--- src/rtl/sc_lane_scheduler.sv ---
// sc_lane_scheduler: round-robin obstacle-lane rotator with frame-synchronous shadow commit and collision flag
module sc_lane_scheduler #(
  parameter int DATAWIDTH_BUS = 8,
  parameter int LANES = 6,
  parameter int LEVEL_DATAWIDTH = 3,
  parameter int PRESCALER_DATAWIDTH = 23,
  parameter int TICK_PRESCALE = 2500000,
  parameter logic [DATAWIDTH_BUS*LANES-1:0] SEED_PATTERNS = 48'hC3_88_33_E0_18_C0
) (
  input  logic                               SC_LANE_SCHEDULER_CLOCK_50,
  input  logic                               SC_LANE_SCHEDULER_RESET_InLow,
  input  logic                               SC_LANE_SCHEDULER_Enable_InHigh,
  input  logic                               SC_LANE_SCHEDULER_Load_InHigh,
  input  logic [LEVEL_DATAWIDTH-1:0]         SC_LANE_SCHEDULER_Level_InBus,
  input  logic                               SC_LANE_SCHEDULER_FrameSync_InHigh,
  input  logic [2:0]                         SC_LANE_SCHEDULER_FrogRow_InBus,
  input  logic [2:0]                         SC_LANE_SCHEDULER_FrogCol_InBus,
  output logic [DATAWIDTH_BUS*LANES-1:0]     SC_LANE_SCHEDULER_Lanes_OutBus,
  output logic                               SC_LANE_SCHEDULER_Updated_OutHigh,
  output logic                               SC_LANE_SCHEDULER_Busy_OutHigh,
  output logic                               SC_LANE_SCHEDULER_Hit_OutHigh
);
  typedef enum logic [1:0] {IDLE, SCAN, DONE} state_t;
  localparam logic [LANES-1:0][3:0] BASE = {4'd3, 4'd6, 4'd4, 4'd7, 4'd5, 4'd8};
  function automatic logic [3:0] period(input logic [3:0] b, input logic [LEVEL_DATAWIDTH-1:0] lv);
    return (b > 4'(lv)) ? b - 4'(lv) : 4'd1;
  endfunction
  logic [LANES-1:0][DATAWIDTH_BUS-1:0] w_q, w_d, s_q, s_d;
  logic [LANES-1:0][3:0] c_q, c_d;
  state_t state_q, state_d;
  logic [2:0] idx_q, idx_d;
  logic pend_q, pend_d, upd_q, upd_d, hit_q, hit_d;
  logic [PRESCALER_DATAWIDTH-1:0] presc_q, presc_d;
  logic tick, commit;
  logic [DATAWIDTH_BUS-1:0] cur;
  logic [2:0] hl, hb;
  always_comb begin
    tick = SC_LANE_SCHEDULER_Enable_InHigh && presc_q == PRESCALER_DATAWIDTH'(TICK_PRESCALE - 1);
    commit = SC_LANE_SCHEDULER_FrameSync_InHigh && pend_q && state_q != SCAN;
    presc_d = tick ? '0 : SC_LANE_SCHEDULER_Enable_InHigh ? presc_q + PRESCALER_DATAWIDTH'(1) : presc_q;
    w_d = w_q;
    c_d = c_q;
    s_d = commit ? w_q : s_q;
    pend_d = pend_q & ~commit;
    upd_d = commit;
    state_d = state_q;
    idx_d = idx_q;
    cur = w_q[idx_q];
    hl = SC_LANE_SCHEDULER_FrogRow_InBus - 3'd1;
    hb = 3'(DATAWIDTH_BUS - 1) - SC_LANE_SCHEDULER_FrogCol_InBus;
    hit_d = SC_LANE_SCHEDULER_FrogRow_InBus != 3'd0 && SC_LANE_SCHEDULER_FrogRow_InBus <= 3'(LANES) && s_q[hl][hb];
    case (state_q)
      IDLE: begin
        state_d = tick ? SCAN : IDLE;
        idx_d = '0;
      end
      SCAN: begin
        if (c_q[idx_q] == 4'd1) begin
          w_d[idx_q] = idx_q[0] ? {cur[0], cur[DATAWIDTH_BUS-1:1]} : {cur[DATAWIDTH_BUS-2:0], cur[DATAWIDTH_BUS-1]};
          c_d[idx_q] = period(BASE[idx_q], SC_LANE_SCHEDULER_Level_InBus);
        end else begin
          c_d[idx_q] = c_q[idx_q] - 4'd1;
        end
        idx_d = idx_q + 3'd1;
        state_d = idx_q == 3'(LANES - 1) ? DONE : SCAN;
      end
      DONE: begin
        pend_d = 1'b1;
        state_d = IDLE;
      end
      default: state_d = IDLE;
    endcase
    if (SC_LANE_SCHEDULER_Load_InHigh) begin
      w_d = SEED_PATTERNS;
      s_d = SEED_PATTERNS;
      for (int k = 0; k < LANES; k++) c_d[k] = period(BASE[k], SC_LANE_SCHEDULER_Level_InBus);
      pend_d = 1'b0;
      upd_d = 1'b0;
      state_d = IDLE;
      idx_d = '0;
      presc_d = '0;
    end
  end
  always_ff @(posedge SC_LANE_SCHEDULER_CLOCK_50 or negedge SC_LANE_SCHEDULER_RESET_InLow) begin
    if (!SC_LANE_SCHEDULER_RESET_InLow) begin
      w_q <= SEED_PATTERNS;
      s_q <= SEED_PATTERNS;
      c_q <= BASE;
      state_q <= IDLE;
      idx_q <= '0;
      pend_q <= 1'b0;
      upd_q <= 1'b0;
      hit_q <= 1'b0;
      presc_q <= '0;
    end else begin
      w_q <= w_d;
      s_q <= s_d;
      c_q <= c_d;
      state_q <= state_d;
      idx_q <= idx_d;
      pend_q <= pend_d;
      upd_q <= upd_d;
      hit_q <= hit_d;
      presc_q <= presc_d;
    end
  end
  assign SC_LANE_SCHEDULER_Lanes_OutBus = s_q;
  assign SC_LANE_SCHEDULER_Updated_OutHigh = upd_q;
  assign SC_LANE_SCHEDULER_Busy_OutHigh = state_q == SCAN;
  assign SC_LANE_SCHEDULER_Hit_OutHigh = hit_q;
endmodule

--- config.mk ---
export PLATFORM = sky130hd
export DESIGN_NAME = sc_lane_scheduler
export DESIGN_NICKNAME = d
export VERILOG_FILES = /design/src/rtl/sc_lane_scheduler.sv
export SDC_FILE = /design/constraint.sdc
export NUM_CORES = 1
export LEC_CHECK = 0
export ABC_AREA = 0
export CORE_MARGIN = 4
export CORE_UTILIZATION = 63
export DETAILED_ROUTE_END_ITERATION = 7
export PLACE_DENSITY = 0.81
export REMOVE_ABC_BUFFERS = 1
export SLEW_MARGIN = 10
export SYNTH_ARGS = -nofsm -noshare
export SYNTH_HDL_FRONTEND = slang
export SYNTH_SLANG_ARGS = --single-unit
--- constraint.sdc ---
create_clock -name SC_LANE_SCHEDULER_CLOCK_50 -period 5 [get_ports SC_LANE_SCHEDULER_CLOCK_50]
set_clock_uncertainty 0.2 [all_clocks]
set_input_delay 1 -clock SC_LANE_SCHEDULER_CLOCK_50 [delete_from_list [all_inputs] [get_ports SC_LANE_SCHEDULER_CLOCK_50]]
set_output_delay 1 -clock SC_LANE_SCHEDULER_CLOCK_50 [all_outputs]
set_load 0.02 [all_outputs]
# Yosys cells after proc, flatten, opt, wreduce, memory -nomap -nowiden
# Memory sizes are Yosys's and may differ from the RTL's.
# Index checks and enable logic that the tools add are counted.
# totals
ff_bits	151
mem_bits_ro	32
input_bits	14
out_inout_bits	51
n_memories	1
# mem_list
name	words	word_bits	read_ports	rd_clocked_by_memory_dff	write_ports	line	rtl
(no name shown)	8	4	1	0	0	60	c_d[idx_q] = period(BASE[idx_q], SC_LANE_SCHEDULER_Level_InBus);
# classes
addsub	12
magnitude_cmp	11
n_eq_ne	6
n_mux	43
bitwise_logic	2
reduce_logical	14
# op_table
operator	count
two-way mux 48 bit	5
two-way mux 24 bit	3
two-way mux 23 bit	3
binary-select mux 8 bit (select 3 bit)	2
bitwise mux 24 bit	2
bitwise mux 48 bit	1
two-way mux 4 bit	9
two-way mux 8 bit	4
demux 8 bit (select 3 bit)	1
adder 23 x 1 -> 23 bit (second input constant)	1
== test 23 x 22 -> 1 bit (second input constant)	1
subtractor 3 x 3 -> 4 bit (first input constant)	4
binary-select mux 4 bit (select 3 bit)	1
demux 4 bit (select 3 bit)	1
greater-than comparator 3 bit (first input constant)	4
< comparator 3 x 4 -> 1 bit (second input constant)	3
nonzero test 3 bit	3
logical AND 1 bit	6
case mux 3 bit (2 select lines)	1
nonzero test 2 bit	3
two-way mux 1 bit	5
== test 4 x 1 -> 1 bit (second input constant)	1
greater-than comparator 4 x 3 -> 1 bit	1
two-way mux 2 bit	2
21 further kinds	21

# Longest topological paths before layout
# depth
depth_word	8
mapped_depth	15
mapped_depth_nobuf	13

# Least setup slack after synthesis
# OpenSTA, ideal clock, no wires.
# synth_path
kind	input to register
start	input SC_LANE_SCHEDULER_FrogRow_InBus[0]
end	register hit_q, in the netlist SC_LANE_SCHEDULER_Hit_OutHigh
arrival_time_ns	3.088
t_required_ns	4.671
setup_slack_ns	1.583
path_stages	10
n_path_buf	3
path_cell_list	buf_2 > buf_2 > inv_1 > ha_1 > clkbuf_1 > mux4_2 > a211oi_1 > nor2_1 > o21ai_0 > a211oi_1
# synth_via
elab_chain_cells	6
word_cells_on_any_way	9
cone_classes	add/sub (1); order compare (1); mux (4); reduce/logical (3)
# synth_lines
item	line	rtl
start: declaration	16	input logic [2:0] SC_LANE_SCHEDULER_FrogRow_InBus,
subtractor 3 x 1 -> 3 bit	49	hl = SC_LANE_SCHEDULER_FrogRow_InBus - 3'd1;
binary-select mux 8 bit (select 3 bit)	51	hit_d = SC_LANE_SCHEDULER_FrogRow_InBus != 3'd0 && SC_LANE_SCHEDULER_FrogRow_InBus <= 3'(LANES) && s_q[hl][hb] ...
two-way mux 8 bit (not written as such)	51	
binary-select mux 1 bit (select 3 bit)	51	
two-way mux 1 bit (not written as such)	51	
logical AND 1 bit (*)	51	
named net hit_d	32	logic pend_q, pend_d, upd_q, upd_d, hit_q, hit_d;
end signal: assignment	103	hit_q <= hit_d;
end: declaration	32	
# The timed path passes the listed nets; every way through them passes the cells marked *. The select of a mux whose other input is x is not followed.
# A chain may end at the register's enable or synchronous reset.

# Final worst setup path
# layout_path
start	register idx_q[1]
end	register w_q[20] (netlist name)
# layout_via
elab_chain_cells	8
word_cells_on_any_way	17
cone_classes	order compare (2); eq/ne (1); mux (11); reduce/logical (3)
# layout_lines
item	line	rtl
start: declaration	31	logic [2:0] idx_q, idx_d;
start signal: assignment	100	idx_q <= idx_d;
< comparator 3 x 4 -> 1 bit (not written as such) / greater-or-equal comparator 3 x 1 -> 1 bit (equally long branches)	59	w_d[idx_q] = idx_q[0] ? {cur[0], cur[DATAWIDTH_BUS-1:1]} : {cur[DATAWIDTH_BUS-2:0], cur[DATAWIDTH_BUS-1]};
logical AND 1 bit (not written as such)	59	
two-way mux 8 bit	59	
demux 8 bit (select 3 bit)	59	
bitwise mux 48 bit	59	
two-way mux 48 bit	58	if (c_q[idx_q] == 4'd1) begin
two-way mux 48 bit	52	case (state_q)
two-way mux 48 bit	73	if (SC_LANE_SCHEDULER_Load_InHigh) begin
end signal: assignment	96	w_q <= w_d;
end: declaration	28	logic [LANES-1:0][DATAWIDTH_BUS-1:0] w_q, w_d, s_q, s_d;
# Several ways; a longest one is shown, not always the timed one. The select of a mux whose other input is x is not followed.

==> impl_metrics.ini <==
[floorplanning]
die_area_mm2 = 0.0147
core-area_mm2 = 0.0126
die_height_um = 121
start_util_pct = 64.2
die_w_um = 121
std_cell_rows = 41
ios = 65

[clock_network]
clock-root-buffer = clkbuf_16
ctsHoldBuffers = 0
cts_made_buffers = 17
cts_tree = done
insertion_delay_ns = 0.43
cts_buffer_depth = 2
postCtsResizedCells = 0
clkSlewWorstSetupHoldPaths_ns = 0.06
cts_sinks = 151
cts_post_setup_buffers_inserted = 0
cts_htree_levels = 4

[worst_setup_path]
end_kind = register
worstSetupPathType = register to register
worst_path_most_repeated_cell = buf_4
path_cells = buf_4, nand2b_1, o22ai_1, a21oi_1, ha_1, and3_1, buf_4, nand2_2, mux2i_1, nor2_1
cp-start-kind = register
cpMaxStageDelayCell = and3_1
ff2ff_setup_slack_ns = 1.03
cp.required_ns = 5.08
worst-path-max-fanout = 18
cp.arrival_ns = 4.05
max_stage_delay_ns = 0.62

[detailed_routing]
drtIter0Drc = 808
ant_nets = 0
drt_wl_total_um = 22300
vias = 6799
drc = 0
first_pass_iters = 6
via_per_inst = 6.66
wl_per_cell_um = 21.8

[pwr]
p_leak_nw = 3.99
power.total_mw = 2.70
max-vdd-ir-drop_uv = 217
power.density_mw_per_mm2 = 287

[global_route]
grt_start_max_net_pins = 84
use_met1_pct = 40.6
busiest_layer = met2
antenna_found_initial = 0
met3_usage_pct = 7.74
grt_pass1_wl_um = 36300
grt_pass1_vias = 6911
grtUsageTotal_pct = 31.9
grtUsageMet2_pct = 51.3
globalRouteOverflowTotal = 0

[yosys]
seq_area_frac_synth_pct = 47.5
ys_warn_count = 0
syn_inst = 783
synth.distinct_cells = 61
netlist_area_mm2 = 0.00807
yosys_register_bits = 151
avgSynthCellArea_um2 = 10.3
synth-main-ff-cell = dfrtp_1
synth-edff-count = 0
async_flop_share_pct = 100

[final_layout]
final_common_cell = dfrtp_1
layout_common_cells = 105 x dfrtp_1, 76 x nand2_1, 66 x nor2_1
area_growth_pct = 16.5
antennaDiodeCount = 0
layout.nets = 876
drive_above_1_share_pct = 15.0

[placement]
place_congestion = 0.920
portBuffers = 64
dp_hpwl_um = 14900

[sta]
finalSetupViolCount = 0
relSlewSlack_pct = 32.2
slew_viol_final = 0
setup_tns_ns = 0
worstMarginPinSlew_ns = 1.02
finalHoldViolCount = 0
rsz0062_at_grt = no
min_period_ns = 3.97
post-route-period-util_pct = 79.3
fmaxAchievable_mhz = 252

[worst_hold_path]
hold_class = register to register

[run_status]
outcome = finished clean

[job]
drv_cap = 0
-- layout make-up --
cell class	count	area, um^2
Multi-Input combinational cell	563	3940
Timing Repair Buffer	81	764
Sequential cell	151	3840
Inverter	22	82.6
Clock buffer	25	495
Tap cell	172	215
Clock inverter	7	70.1
Fill cell	888	3170
-- kinds of logic (layout without fill, tap and decap cells) --
kind of cell             Yosys count  after routing  synth area share [%]
AND/OR/NAND/NOR                  253            253                  15.2
adder cells (fa/ha/maj)           26             26                  4.13
buffers and inverters             69            135                  3.74
XOR/XNOR                          21             21                  2.28
multiplexers                      68             68                  10.3
flip-flops                       151            151                  47.5
AO/OA/AOI/OAI                    195            195                  16.9
-- layer usage --
layer,up-vias,share of wire [%]
li1,2985,-
met1,3344,40
met2,390,48
met3,80,8.8
met4,0,3.8
met5,-,0
-- registers in the layout (all words and copies together) (netlist names) --
name,cells
SC_LANE_SCHEDULER_Updated_OutHigh,1
idx_q,3
state_q,2
pend_q,1
SC_LANE_SCHEDULER_Lanes_OutBus,48
presc_q,23
SC_LANE_SCHEDULER_Hit_OutHigh,1
c_q,24
w_q,48
-- power by group --
group / total [mW] / leakage, nW / switching [mW] / internal [mW]
clock: 1.23 / 0.277 / 0.490 / 0.736
sequential: 1.26 / 1.93 / 0.0110 / 1.25
combinational: 0.210 / 1.78 / 0.141 / 0.0694
total: 2.70 / 3.99 / 0.641 / 2.05
-- synth_stat cells (3+ instances only) --
master    count  area, um^2
nand2_1      76         285
a22o_1       31         272
xnor2_1       4        35.0
o21ai_1       3        15.0
dfrtp_1     106        2650
mux2_2        8        90.1
a221oi_1      4        35.0
nand4_1      10        62.6
mux4_2       11         248
xor2_1       17         149
buf_2        13        65.1
a211oi_1      6        45.0
buf_1         4        15.0
or3_1         4        25.0
a22oi_1       4        30.0
nand2b_1      6        37.5
and3_1        6        37.5
a31oi_1      18         113
inv_1        18        67.6
o211ai_1      8        60.1
nand3_1      40         200
or4_1         3        22.5
nor3_1        9        45.0
nand2_4       3        33.8
clkinv_1      3        11.3
a21oi_1      44         220
o22a_1       18         158
nor2_1       66         248
nand3b_1      7        52.6
mux2i_1      49         490
clkbuf_1     24        90.1
buf_4         5        37.5
o22ai_1      11        68.8
dfstp_2      45        1180
o31ai_1       9        67.6
ha_1         25         313
nor2b_1       6        37.5
a221o_1       4        40.0
o21ai_0      23         115
-- path summary, 6_finish.rpt --
path / from / endpoint / cells after the start
max: idx_q[1] / w_q[20] / 10
min: w_q[41] / w_q[41] / 2
max reg2reg: idx_q[1] / w_q[20] / 10
min reg2reg: w_q[41] / w_q[41] / 2
max in group asynchronous: SC_LANE_SCHEDULER_RESET_InLow / w_q[7] / 2
min in group asynchronous: SC_LANE_SCHEDULER_RESET_InLow / SC_LANE_SCHEDULER_Updated_OutHigh / 1
-- metrics by stage --
step	hold slack [ns]	area, um^2	setup slack (ns)	utilization (%)	std cells
after global routing	0.330	9400	0.856	74.8	1021
final	0.310	9400	1.03	74.8	1021
after detailed placement	0.297	8830	1.05	70.3	989
after floorplan	0.270	7850	0.478	-	736
after global placement	0.288	8830	1.21	70.3	989
after CTS	0.310	9400	1.12	74.8	1021
-- worst max-delay path, delay by kind of cell, from the launching register on --
family          cells  cell delay [ns]
fa+ha+maj           1             0.31
flops               1             0.57
simple gates        4             1.28
buf+inv             2             0.68
compound gates      2             0.51
mux                 1             0.25
No activity file was read; power rests on OpenSTA's default activity.
